[src/rtl/fft_pkg.sv]
// Shared FFT definitions: frame geometry, write-side FSM states, bit-reversal helper.
// Used by both the FFT datapath and the reorder buffer.
package fft_pkg;

   localparam int unsigned W           = 24;
   localparam int unsigned LOG2N       = 4;
   localparam int unsigned N           = 1 << LOG2N;

   // bitrev() works on up to BITREV_MAXW index bits; BITREV_IW indexes into that.
   localparam int unsigned BITREV_MAXW = 16;
   localparam int unsigned BITREV_IW   = 4;

   typedef enum logic {
      WR_IDLE = 1'b0,   // after reset, waiting for the first in_sof
      WR_FILL = 1'b1    // locked to a frame, accepting samples
   } wr_state_e;

   // Reverse the low nbits of x; bits at and above nbits come back as zero.
   function automatic logic [BITREV_MAXW-1:0] bitrev(input logic [BITREV_MAXW-1:0] x,
                                                     input int unsigned           nbits);
      logic [BITREV_MAXW-1:0] r;
      r = '0;
      for (int unsigned i = 0; i < BITREV_MAXW; i++) begin
         if (i < nbits) begin
            r[BITREV_IW'(i)] = x[BITREV_IW'(nbits - 1 - i)];
         end
      end
      return r;
   endfunction

endpackage

[src/rtl/reorder_bank.sv]
// One frame of sample storage: 2**AW x W register file.
// Ports: clk; we/waddr/wdata synchronous write port; raddr/rdata_c combinational read port.
// Contents are deliberately not reset.
module reorder_bank #(
   parameter int unsigned W  = 24,
   parameter int unsigned AW = 4
) (
   input  logic          clk,
   input  logic          we,
   input  logic [AW-1:0] waddr,
   input  logic [W-1:0]  wdata,
   input  logic [AW-1:0] raddr,
   output logic [W-1:0]  rdata_c
);

   localparam int unsigned DEPTH = 1 << AW;

   logic [W-1:0] mem_q [DEPTH];
   logic [W-1:0] mem_d [DEPTH];

   // Write-port update.
   always_comb begin
      mem_d = mem_q;
      if (we) begin
         mem_d[waddr] = wdata;
      end
   end

   always_ff @(posedge clk) begin
      mem_q <= mem_d;
   end

   assign rdata_c = mem_q[raddr];

endmodule

[src/rtl/fft_reorder_buffer.sv]
// Converts bit-reversed FFT output frames to natural bin order using two
// ping-pong banks. Samples are written at bitrev(wcnt); a full bank is read
// out linearly over N consecutive cycles starting on the edge after it fills.
// Ports:
//   clk, reset (synchronous, active-low)
//   in_valid/in_sof/in_data   : bit-reversed input stream, in_sof marks sample 0
//   out_valid/out_sof/out_last: registered output qualifiers (bin 0 / bin N-1)
//   out_idx/out_data          : registered natural-order bin index and sample
module fft_reorder_buffer #(
   parameter int unsigned W     = fft_pkg::W,
   parameter int unsigned LOG2N = fft_pkg::LOG2N
) (
   input  logic             clk,
   input  logic             reset,
   input  logic             in_valid,
   input  logic             in_sof,
   input  logic [W-1:0]     in_data,
   output logic             out_valid,
   output logic             out_sof,
   output logic             out_last,
   output logic [LOG2N-1:0] out_idx,
   output logic [W-1:0]     out_data
);

   localparam int unsigned      N        = 1 << LOG2N;
   localparam logic [LOG2N-1:0] LAST_IDX = LOG2N'(N - 1);

   // Write side
   fft_pkg::wr_state_e wr_state_q, wr_state_d;
   logic [LOG2N-1:0]   wcnt_q, wcnt_d;
   logic               wbank_q, wbank_d;
   logic [1:0]         full_q, full_d;

   // Read side
   logic               rd_active_q, rd_active_d;
   logic               rd_bank_q, rd_bank_d;
   logic [LOG2N-1:0]   rd_cnt_q, rd_cnt_d;
   logic               nxt_rd_q, nxt_rd_d;

   // Output registers
   logic               out_valid_q, out_valid_d;
   logic               out_sof_q, out_sof_d;
   logic               out_last_q, out_last_d;
   logic [LOG2N-1:0]   out_idx_q, out_idx_d;
   logic [W-1:0]       out_data_q, out_data_d;

   // Combinational helpers
   logic               accept_c;
   logic [LOG2N-1:0]   wr_pos_c;
   logic [LOG2N-1:0]   wr_addr_c;
   logic               wr_en0_c, wr_en1_c;
   logic               rd_go_c;
   logic               rd_sel_c;
   logic [LOG2N-1:0]   rd_addr_c;
   logic [W-1:0]       rd_data_c;
   logic [W-1:0]       bank0_rdata_c, bank1_rdata_c;

   // Write-side address generation; in_sof forces the sample to position 0.
   always_comb begin
      accept_c  = in_valid && ((wr_state_q == fft_pkg::WR_FILL) || in_sof);
      wr_pos_c  = in_sof ? '0 : wcnt_q;
      wr_addr_c = LOG2N'(fft_pkg::bitrev(fft_pkg::BITREV_MAXW'(wr_pos_c), LOG2N));
      wr_en0_c  = reset && accept_c && !wbank_q;
      wr_en1_c  = reset && accept_c &&  wbank_q;
   end

   // Read-side port selection; an idle reader peeks at the next bank so bin 0
   // is emitted on the very edge that starts the read.
   always_comb begin
      rd_go_c   = rd_active_q || full_q[nxt_rd_q];
      rd_sel_c  = rd_active_q ? rd_bank_q : nxt_rd_q;
      rd_addr_c = rd_active_q ? rd_cnt_q : '0;
      rd_data_c = rd_sel_c ? bank1_rdata_c : bank0_rdata_c;
   end

   // Next-state logic for write FSM, bank flags, reader and output registers.
   always_comb begin
      wr_state_d  = wr_state_q;
      wcnt_d      = wcnt_q;
      wbank_d     = wbank_q;
      full_d      = full_q;
      rd_active_d = rd_active_q;
      rd_bank_d   = rd_bank_q;
      rd_cnt_d    = rd_cnt_q;
      nxt_rd_d    = nxt_rd_q;
      out_valid_d = 1'b0;
      out_sof_d   = 1'b0;
      out_last_d  = 1'b0;
      out_idx_d   = out_idx_q;
      out_data_d  = out_data_q;

      // Reader: emit one bin per cycle, releasing the bank after bin N-1.
      if (rd_go_c) begin
         out_valid_d = 1'b1;
         out_sof_d   = (rd_addr_c == '0);
         out_last_d  = (rd_addr_c == LAST_IDX);
         out_idx_d   = rd_addr_c;
         out_data_d  = rd_data_c;
      end
      if (rd_active_q) begin
         if (rd_cnt_q == LAST_IDX) begin
            rd_active_d         = 1'b0;
            full_d[rd_bank_q]   = 1'b0;
         end else begin
            rd_cnt_d = rd_cnt_q + LOG2N'(1);
         end
      end else if (full_q[nxt_rd_q]) begin
         rd_active_d = 1'b1;
         rd_bank_d   = nxt_rd_q;
         rd_cnt_d    = LOG2N'(1);
         nxt_rd_d    = ~nxt_rd_q;
      end

      // Writer: lock on first in_sof, hand the bank over after sample N-1.
      case (wr_state_q)
         fft_pkg::WR_IDLE: begin
            if (accept_c) begin
               wr_state_d = fft_pkg::WR_FILL;
            end
         end
         fft_pkg::WR_FILL: begin
            wr_state_d = fft_pkg::WR_FILL;
         end
         default: begin
            wr_state_d = fft_pkg::WR_IDLE;
         end
      endcase
      if (accept_c) begin
         if (wr_pos_c == LAST_IDX) begin
            full_d[wbank_q] = 1'b1;
            wbank_d         = ~wbank_q;
            wcnt_d          = '0;
         end else begin
            wcnt_d = wr_pos_c + LOG2N'(1);
         end
      end
   end

   // State and output registers.
   always_ff @(posedge clk) begin
      if (!reset) begin
         wr_state_q  <= fft_pkg::WR_IDLE;
         wcnt_q      <= '0;
         wbank_q     <= 1'b0;
         full_q      <= '0;
         rd_active_q <= 1'b0;
         rd_bank_q   <= 1'b0;
         rd_cnt_q    <= '0;
         nxt_rd_q    <= 1'b0;
         out_valid_q <= 1'b0;
         out_sof_q   <= 1'b0;
         out_last_q  <= 1'b0;
         out_idx_q   <= '0;
         out_data_q  <= '0;
      end else begin
         wr_state_q  <= wr_state_d;
         wcnt_q      <= wcnt_d;
         wbank_q     <= wbank_d;
         full_q      <= full_d;
         rd_active_q <= rd_active_d;
         rd_bank_q   <= rd_bank_d;
         rd_cnt_q    <= rd_cnt_d;
         nxt_rd_q    <= nxt_rd_d;
         out_valid_q <= out_valid_d;
         out_sof_q   <= out_sof_d;
         out_last_q  <= out_last_d;
         out_idx_q   <= out_idx_d;
         out_data_q  <= out_data_d;
      end
   end

   reorder_bank #(
      .W  (W),
      .AW (LOG2N)
   ) u_bank0 (
      .clk     (clk),
      .we      (wr_en0_c),
      .waddr   (wr_addr_c),
      .wdata   (in_data),
      .raddr   (rd_addr_c),
      .rdata_c (bank0_rdata_c)
   );

   reorder_bank #(
      .W  (W),
      .AW (LOG2N)
   ) u_bank1 (
      .clk     (clk),
      .we      (wr_en1_c),
      .waddr   (wr_addr_c),
      .wdata   (in_data),
      .raddr   (rd_addr_c),
      .rdata_c (bank1_rdata_c)
   );

   assign out_valid = out_valid_q;
   assign out_sof   = out_sof_q;
   assign out_last  = out_last_q;
   assign out_idx   = out_idx_q;
   assign out_data  = out_data_q;

endmodule
[config.mk]
export PLATFORM = sky130hd
export DESIGN_NAME = fft_reorder_buffer
export DESIGN_NICKNAME = d
export VERILOG_FILES = /design/src/rtl/fft_pkg.sv /design/src/rtl/reorder_bank.sv /design/src/rtl/fft_reorder_buffer.sv
export SDC_FILE = /design/constraint.sdc
export NUM_CORES = 1
export LEC_CHECK = 0
export CAP_MARGIN = 20
export CORE_AREA = 4 4 334 336
export DETAILED_ROUTE_END_ITERATION = 16
export DIE_AREA = 0 0 338 340
export PLACE_DENSITY = 0.4
export SLEW_MARGIN = 15
export SYNTH_ARGS = -nofsm -noshare
export SYNTH_HDL_FRONTEND = slang
export SYNTH_SLANG_ARGS = --single-unit
[constraint.sdc]
create_clock -name clk -period 2.9 [get_ports clk]
set_input_delay 0.29 -clock clk [delete_from_list [all_inputs] [get_ports clk]]
set_output_delay 0.29 -clock clk [all_outputs]
set_load 0.02 [all_outputs]
# ---- Yosys cells after proc, flatten, opt, wreduce, memory -nomap -nowiden
# Index checks and enable logic that the tools add are counted.
dict set report word_totals {
  in_bits 28
  word_cells 118
  out_inout_bits 31
  register_bits 814
}
dict set report op_classes {
  magnitude_cmp 8
  reduce_logical 16
  muxes 34
  bitwise_logic 9
  eq_ne 4
  n_addsub 2
}
# operator count
set ops {}
lappend ops {{384-bit bitwise mux} 2}
lappend ops {{24-bit binary-select mux with 4-bit select} 2}
lappend ops {{24-bit 2-to-1 mux} 6}
lappend ops {{24-bit demux with 4-bit select} 1}
lappend ops {{4-bit 2-to-1 mux} 6}
lappend ops {{4-bit equality test (second input constant)} 3}
lappend ops {{5-bit greater-or-equal comparator (second input constant)} 2}
lappend ops {{1-bit 2-to-1 mux} 10}
lappend ops {{4-bit inverter with 5-bit output} 2}
lappend ops {{4-bit by 1-bit adder with 4-bit output (second input constant)} 2}
lappend ops {{2-bit 2-to-1 mux} 4}
lappend ops {{2-bit AND reduction} 4}
lappend ops {{1-bit logical AND} 7}
lappend ops {{1-bit by 2-bit < comparator with 1-bit output (second input constant)} 3}
lappend ops {{5-bit by 1-bit < comparator with 1-bit output (second input constant)} 1}
lappend ops {{4-bit zero test} 1}
lappend ops {{1-bit inverter} 4}
lappend ops {{2-bit AND} 1}
lappend ops {{1-bit demux with 1-bit select} 2}
lappend ops {{1-bit greater-or-equal comparator (second input constant)} 2}
lappend ops {{1-bit logical OR} 2}
lappend ops {{2-bit inequality test (second input constant)} 1}
lappend ops {{2-bit inverter} 1}
lappend ops {{2-bit OR} 1}
lappend ops {{other kinds (3)} 3}

# ---- Depth between registers and ports, before layout
# Gate-level depths: netlist of the first run.
dict set report depth {
  depth_word 11
  mapped_depth 9
  ltp_nobuf 7
}

# ---- By module
# A second synthesis of the first run with hierarchy kept.
dict set report hier_totals {
  cells_unflattened 1417
  area_unflattened_um2 31039.8
}
# mod area_per_inst_um2 instances cells_per_inst seq_area_each_um2
set by_module_without_submodules {}
lappend by_module_without_submodules {reorder_bank 14450.1 2 612 11531.1}
lappend by_module_without_submodules {fft_reorder_buffer 2139.6 1 193 920.9}

# ---- Worst setup path before layout of the first run
# Ideal clock, no wire load.
dict set report synth_timing {
  path_kind {input-to-reg}
  startpoint {in in_sof}
  endpoint {reg u_bank1.mem_q[24] in the netlist's numbering (enable)}
  setup_time_ps 405
  t_arrival_ps 2124
  path_stages 6
  path_buffers 1
  setup_slack_ps 371
  required_ps 2495
  path_cell_list {clkbuf_1 > nand2b_1 > inv_1 > ha_1 > nand2_1 > nor2_1}
}
dict set report synth_between {
  elab_chain_cells 4
}
# element line_no
set synth_rtl {}
lappend synth_rtl {{from (decl)} fft_reorder_buffer.sv:16} ;# input logic in_sof,
lappend synth_rtl {{1-bit logical OR} fft_reorder_buffer.sv:60} ;# accept_c = in_valid && ((wr_state_q == fft_pkg::WR_FILL) || in_sof);
lappend synth_rtl {{1-bit logical AND} fft_reorder_buffer.sv:60}
lappend synth_rtl {{1-bit logical AND (2 in series)} fft_reorder_buffer.sv:64} ;# wr_en1_c = reset && accept_c && wbank_q;
lappend synth_rtl {{to (signal assigned)} reorder_bank.sv:30} ;# mem_q <= mem_d;
lappend synth_rtl {{to (decl)} reorder_bank.sv:18} ;# logic [W-1:0] mem_q [DEPTH];
# No other way between the ends.
# A chain may end at the register's enable or synchronous reset.

# ---- Final worst setup path of the first run
dict set report layout_timing {
  startpoint {reg rd_cnt_q[1]}
  endpoint {reg out_data_q[19] (netlist: out_data[19])}
}
dict set report layout_between {
  elab_chain_cells 6
  elab_cells_between_ends 9
  cone_classes {mux (8); bitwise (1)}
}
# element line_no
set layout_rtl {}
lappend layout_rtl {{from (decl)} fft_reorder_buffer.sv:37} ;# logic [LOG2N-1:0] rd_cnt_q, rd_cnt_d;
lappend layout_rtl {{from (signal assigned)} fft_reorder_buffer.sv:162} ;# rd_cnt_q <= rd_cnt_d;
lappend layout_rtl {{4-bit 2-to-1 mux *} fft_reorder_buffer.sv:72} ;# rd_addr_c = rd_active_q ? rd_cnt_q : '0;
lappend layout_rtl {{4-bit inverter with 5-bit output (implied by the code) *} reorder_bank.sv:33} ;# assign rdata_c = mem_q[raddr];
lappend layout_rtl {{24-bit binary-select mux with 4-bit select} reorder_bank.sv:33}
lappend layout_rtl {{24-bit 2-to-1 mux (implied by the code) (2 in series)} reorder_bank.sv:33}
lappend layout_rtl {{24-bit 2-to-1 mux *} fft_reorder_buffer.sv:73} ;# rd_data_c = rd_sel_c ? bank1_rdata_c : bank0_rdata_c;
lappend layout_rtl {{to (signal assigned)} fft_reorder_buffer.sv:168} ;# out_data_q <= out_data_d;
lappend layout_rtl {{to (decl)} fft_reorder_buffer.sv:45} ;# logic [W-1:0] out_data_q, out_data_d;
# Every way passes the cells marked *; elsewhere a longest branch is shown, timed or not. The select of a mux whose other input is x is not followed.

==> reports/metrics.cfg, run 1 <==
[detailed_routing]
vias=18770
ant_nets=0
wl_per_cell_um=27.70
routed_wl_um=101800
drc=0
firstDrtPassIters=5
dr.first_iter.drc_count=1529
detail_route.vias_per_cell=5.105

[power_and_ir_drop]
peakVddDrop_mv=0.4016
powerDensity_mw_per_mm2=628.9
leakage_nw=12.71
power_mw=24.24

[clocking]
insertion_delay_ns=0.65
holdBufCountCts=0
cts_buffers=90
clk_pin_slew_ns=0.06
cts_tree=done
htree_num_levels=3
post_cts_resized=0
cts_buffer_depth=3
clock_sinks=814
clockRootBuffer=clkbuf_16
post-cts-setup-buffer-count=0

[global_routing]
grt_pass1_wl_um=145800
grt_antenna_before_repair=3
overflow=0
first_global_vias=19310
grt_usage=0.1759
grt_max_degree=112

[synth]
synth_edf_count=768
synthFlopType=edfxtp_1
synth.ff_latch_count=814
async_flop_share=0
synth.distinct_cells=68
synth_top_area_share=0.7132
yosysWarnings=0
synth_cells=2028
syn_nets=2061
ys_seq_area_frac=0.7417
synth_area_mm2=0.03233
avgSynthCellArea_um2=15.94
synth_area_leaders=edfxtp_1 71%, mux2i_1 3.2%, dfxtp_1 2.8%, mux4_2 1.7%, nand2_1 1.6%
synth_top_area_cell=edfxtp_1

[job]
maxCapViolCount=0

[final_layout]
nFillCells=10130
fin_nets=2223
area_growth_pct=19.22
multi_input_area_mm2=0.007537
layout_common_cells=768 x edfxtp_1, 140 x nand2_1, 118 x buf_4
regArea_mm2=0.02400
final_common_cell=edfxtp_1
drive_gt1_frac=0.1841

[setup_path]
worst-path-max-fanout=16
start_kind=flip-flop
crit_type=reg2reg
crit_path_end_kind=flip-flop
worst_ep_arrival_time_ns=3.21
required_ns=3.46

[sta]
slew_headroom=0.4294
finalMaxSlewViolations=0
timing.final.crit_share=0.9116
timing.fmax_mhz=378.2
finalHoldViolations=0
period_minus_slack_ns=2.644
finalSetupViolations=0
rsz0062_at_grt=false
worst_slew_pin_slew_ns=0.8487
setup_tns_ns=0
clock-skew-final_ns=0.02611

[floorplan]
design.die.area_mm2=0.1149
rows=121
core_mm2=0.1086
fp.dieW_um=338
die_y_um=340
start_util=0.2979
io_pins=59

[place]
dpl.hpwl_um=65670
place.gp.congestion=0.8490
io_buffers=58

[hold_path]
hold_class=reg2reg

[run_status]
outcome=finished, final reports clean

## critical path, cell delays in order, from the launching register on
cell and delay [ns]:
dfxtp_4 0.55, and3b_1 0.50, a222oi_1 0.63, o221ai_1 0.23
buf_4 0.19, and4b_1 0.21, nor4_2 0.23
## metrics by stage
stage               utilization  hold WS [ns]  instance area [um^2]  std cells  worst slack (ns)
floorplan                     -        0.3889                 32330       2028            0.3711
global placement         0.3294        0.4745                 35760       3512            0.2793
detailed placement       0.3294        0.4759                 35760       3512            0.2484
CTS                      0.3551        0.4894                 38540       3674            0.2367
global route             0.3551        0.5173                 38540       3674            0.1657
finish                   0.3551        0.4860                 38550       3676            0.2562
## flip-flops by register name, summed over array words and instances, names as in the netlist, 2 cells and up
| signal | count |
|---|---|
| full_q | 2 |
| out_data | 24 |
| out_idx | 4 |
| rd_cnt_q | 4 |
| u_bank0.mem_q | 384 |
| u_bank1.mem_q | 384 |
| wcnt_q | 4 |
## layer usage
metal / vias up / wire, um / track usage / part of all wire
met5: - / 0 / 0 / 0
li1: 8411 / - / - / -
met4: 0 / 2468 / 0.05169 / 0.024
met3: 136 / 3986 / 0.02055 / 0.039
met2: 450 / 48910 / 0.2901 / 0.48
met1: 9770 / 46440 / 0.2445 / 0.46
## cells by family after synthesis
group	count (synthesis)	share of synthesized area
AO/OA/AOI/OAI	495	0.1095
XOR/XNOR	1	0.0002709
buffers and inverters	213	0.03053
AND/OR/NAND/NOR	340	0.05560
flip-flops	814	0.7417
adder cells (fa/ha/maj)	5	0.001935
multiplexers	160	0.06040
## Yosys cell counts, types with 13 or more instances
master,instances
mux2_2,31
a311oi_1,17
edfxtp_1,768
nand3_1,20
a22oi_1,36
nand2_1,141
nor2_1,42
a311o_1,17
a21oi_1,92
mux2i_1,104
o221ai_1,26
buf_4,13
o21ai_0,83
nor2b_1,16
o221a_2,16
and4b_1,16
and2_1,32
buf_2,57
clkbuf_1,53
inv_1,69
o22ai_1,39
a221o_1,14
o211ai_1,25
a22o_1,16
dfxtp_1,46
o211a_1,16
mux4_2,25
a222oi_1,16
and3_1,22
a211oi_1,35
## final timing paths
path	slack (ns)	depth (start not counted)	start	endpoint
worst max register to register	0.26	6	rd_cnt_q[1]$_SDFFE_PN0P_	out_data[19]$_SDFFE_PN0N_
worst min register to register	0.49	2	wcnt_q[1]$_SDFFE_PN0P_	wcnt_q[1]$_SDFFE_PN0P_
worst max-delay path	0.26	6	rd_cnt_q[1]$_SDFFE_PN0P_	out_data[19]$_SDFFE_PN0N_
worst min-delay path	0.49	2	wcnt_q[1]$_SDFFE_PN0P_	wcnt_q[1]$_SDFFE_PN0P_
## power by group
group          switching, mW  total [mW]  leakage [nW]  internal (mW)
registers            0.00632        12.9          7.28           12.9
clock network           4.63        11.0          1.36           6.35
logic                  0.313       0.393          4.07         0.0806
## final cells by class
class | count | share of cell area
tap | 1414 | 0.04589
multi-input combinational | 1001 | 0.1955
inverter | 71 | 0.006913
timing repair buffer | 212 | 0.05673
clock buffer | 113 | 0.06203
sequential | 814 | 0.6225
antenna | 2 | 0.0001298
clock inverter | 49 | 0.01026
Note: power is estimated with default switching activity, not from simulation.
==> inputs of run 2 (changes only) <==
--- a/config.mk
+++ b/config.mk
@@ -6,10 +6,11 @@
 export NUM_CORES = 1
 export LEC_CHECK = 0
 export CAP_MARGIN = 20
-export CORE_AREA = 4 4 334 336
+export CORE_AREA = 3 3 289 291
 export DETAILED_ROUTE_END_ITERATION = 16
-export DIE_AREA = 0 0 338 340
-export PLACE_DENSITY = 0.4
+export DIE_AREA = 0 0 292 294
+export GPL_TIMING_DRIVEN = 0
+export PLACE_DENSITY = 0.51
 export SLEW_MARGIN = 15
 export SYNTH_ARGS = -nofsm -noshare
 export SYNTH_HDL_FRONTEND = slang
==> reports/metrics.cfg, run 2 (synthesis results as in run 1) <==
[run_status]
outcome=finished, final reports clean

[clocking]
clockRootBuffer=clkbuf_16
clock_sinks=814
post-cts-setup-buffer-count=0
insertion_delay_ns=0.64
cts_buffer_depth=3
htree_num_levels=3
holdBufCountCts=0
clk_pin_slew_ns=0.06
cts_buffers=86
cts_tree=done

[setup_path]
crit_type=reg2reg
cp_slowest_cell=clkbuf_1
r2r-start=nxt_rd_q$_SDFFE_PN0P_
rrSetupSlack_ns=0.07
crit_chain=mux2_2 -> nor3_2 -> clkbuf_1 -> nand2_1 -> and4b_1 -> nor4_2
path_delay_family=simple AND/OR/NAND/NOR gates
worst_ep_arrival_time_ns=3.38
worst-path-max-fanout=10
required_ns=3.45
cp_num_buf_inv=1
r2r_end=out_data[21]$_SDFFE_PN0N_
crit_path_end_kind=flip-flop
cpPeakStageDelay_ns=0.64
start_kind=flip-flop
reg2reg_depth=6

[sta]
slew_headroom=0.3161
finalHoldViolations=0
clock-skew-final_ns=0.02934
period_minus_slack_ns=2.831
timing.final.crit_share=0.9762
timing.fmax_mhz=353.2
worst_slew_pin_slew_ns=1.023
finalMaxSlewViolations=0
finalSetupViolations=0
whs_ns=0.1061
rsz0062_at_grt=true

[detailed_routing]
wl_per_cell_um=29.18
ant_nets=0
drc=0
routed_wl_um=97060
firstDrtPassIters=6
vias=19220
detail_route.vias_per_cell=5.778
dr.first_iter.drc_count=2272

[power_and_ir_drop]
peakVddDrop_mv=0.4944
leakage_nw=12.59
powerDensity_mw_per_mm2=642.9

[global_routing]
grt_antenna_before_repair=1
overflow=0
first_global_vias=19140
grt_max_degree=33
grt_usage=0.2253
grt_pass1_wl_um=138400

[floorplan]
core_mm2=0.08081
io_pins=59
die_y_um=294
rows=104
fp.dieW_um=292
design.die.area_mm2=0.08585
start_util=0.4001

[final_layout]
area_growth_pct=16.92
final_common_cell=edfxtp_1
fin_nets=2224
nFillCells=6923
utilization=0.4679
drive_gt1_frac=0.1806
layout_common_cells=768 x edfxtp_1, 141 x nand2_1, 104 x mux2i_1

[hold_path]
min_from=in_data[19]
hold_end=u_bank0.mem_q[331]$_DFFE_PP_
min_path_cells=1
hold_class=in2reg

[job]
maxCapViolCount=0

[place]
dpl.hpwl_um=65880
io_buffers=58
place.gp.congestion=0.8549

==> run 2: cell count changes in the layout (fill, tap and decap cells not counted), moves of 12 or more <==
cell and change:
buf_4 -103, buf_2 +73, clkbuf_1 +42, buf_12 -31
clkdlybuf4s50_1 -22, buf_16 +15, a311oi_1 -12, a311oi_2 +12
clkbuf_8 +12
==> run 2: area by class of cell <==
| cell class | instances | area [um^2] | area share |
|---|---|---|---|
| Clock buffer | 122 | 2502 | 0.06619 |
| Tap cell | 1060 | 1326 | 0.03508 |
| Buffer | 137 | 739.5 | 0.01956 |
| Sequential cell | 814 | 23990 | 0.6345 |
| Antenna cell | 1 | 2.502 | 0.00006619 |
| Clock inverter | 40 | 380.4 | 0.01006 |
| Inverter | 71 | 266.5 | 0.007049 |
| Timing Repair Buffer | 80 | 1006 | 0.02661 |
| Multi-Input combinational cell | 1001 | 7596 | 0.2009 |
==> run 2: worst max-delay path by stage <==
stage | startpoint | end | slack [ns] | cells after the start
after floorplan | in_sof | u_bank1.mem_q[24]$_DFFE_PP_ | 0.37 | 6
after global placement | reset | u_bank1.mem_q[71]$_DFFE_PP_ | -1.66 | 5
after detailed placement | rd_cnt_q[0]$_SDFFE_PN0P_ | out_data[17]$_SDFFE_PN0N_ | -0.51 | 7
after CTS | rd_cnt_q[1]$_SDFFE_PN0P_ | out_data[3]$_SDFFE_PN0N_ | 0.04 | 8
after global routing | rd_cnt_q[2]$_SDFFE_PN0P_ | out_data[3]$_SDFFE_PN0N_ | -0.009 | 8
final | nxt_rd_q$_SDFFE_PN0P_ | out_data[21]$_SDFFE_PN0N_ | 0.07 | 6
==> run 2: power breakdown <==
part	switching (mW)	internal, mW	total (mW)
Clock	4.50	6.63	11.1
Sequential	0.00552	12.9	12.9
Combinational	0.261	0.0451	0.307
==> run 2: routing by layer <==
layer | vias up | track usage | part of all wire
met5 | - | 0 | 0
met1 | 9963 | 0.3128 | 0.43
met4 | 0 | 0.07549 | 0.032
met3 | 146 | 0.04075 | 0.069
li1 | 8392 | - | -
met2 | 717 | 0.3604 | 0.47
==> run 2: per-stage QoR <==
step                power, mW  cells  setup WS (ns)  area (um^2)  setup TNS (ns)
floorplan               13.17   2028         0.3711        32330               0
global placement        13.44   3146         -1.661        34240         -792.59
detailed placement      13.44   3168        -0.5121        34830          -87.71
CTS                     24.49   3327        0.03639        37800               0
global route            24.98   3325      -0.009167        37800       -0.009167
finish                  24.31   3326        0.06888        37810               0
==> run 2: worst reg2reg max path, delay by kind of cell (launching register included) <==
family | cells | cell delay [ns]
muxes | 1 | 0.41
and+or+nand+nor | 4 | 1.26
buffers and inverters | 1 | 0.64
DFF | 1 | 0.43
==> run 2: what timing repair did <==
| action | in CTS | in global routing |
|---|---|---|
| endpoints found under the setup margin | 24 | 15 |
| pin swaps | 2 | 1 |
| resized for setup | 23 | 15 |
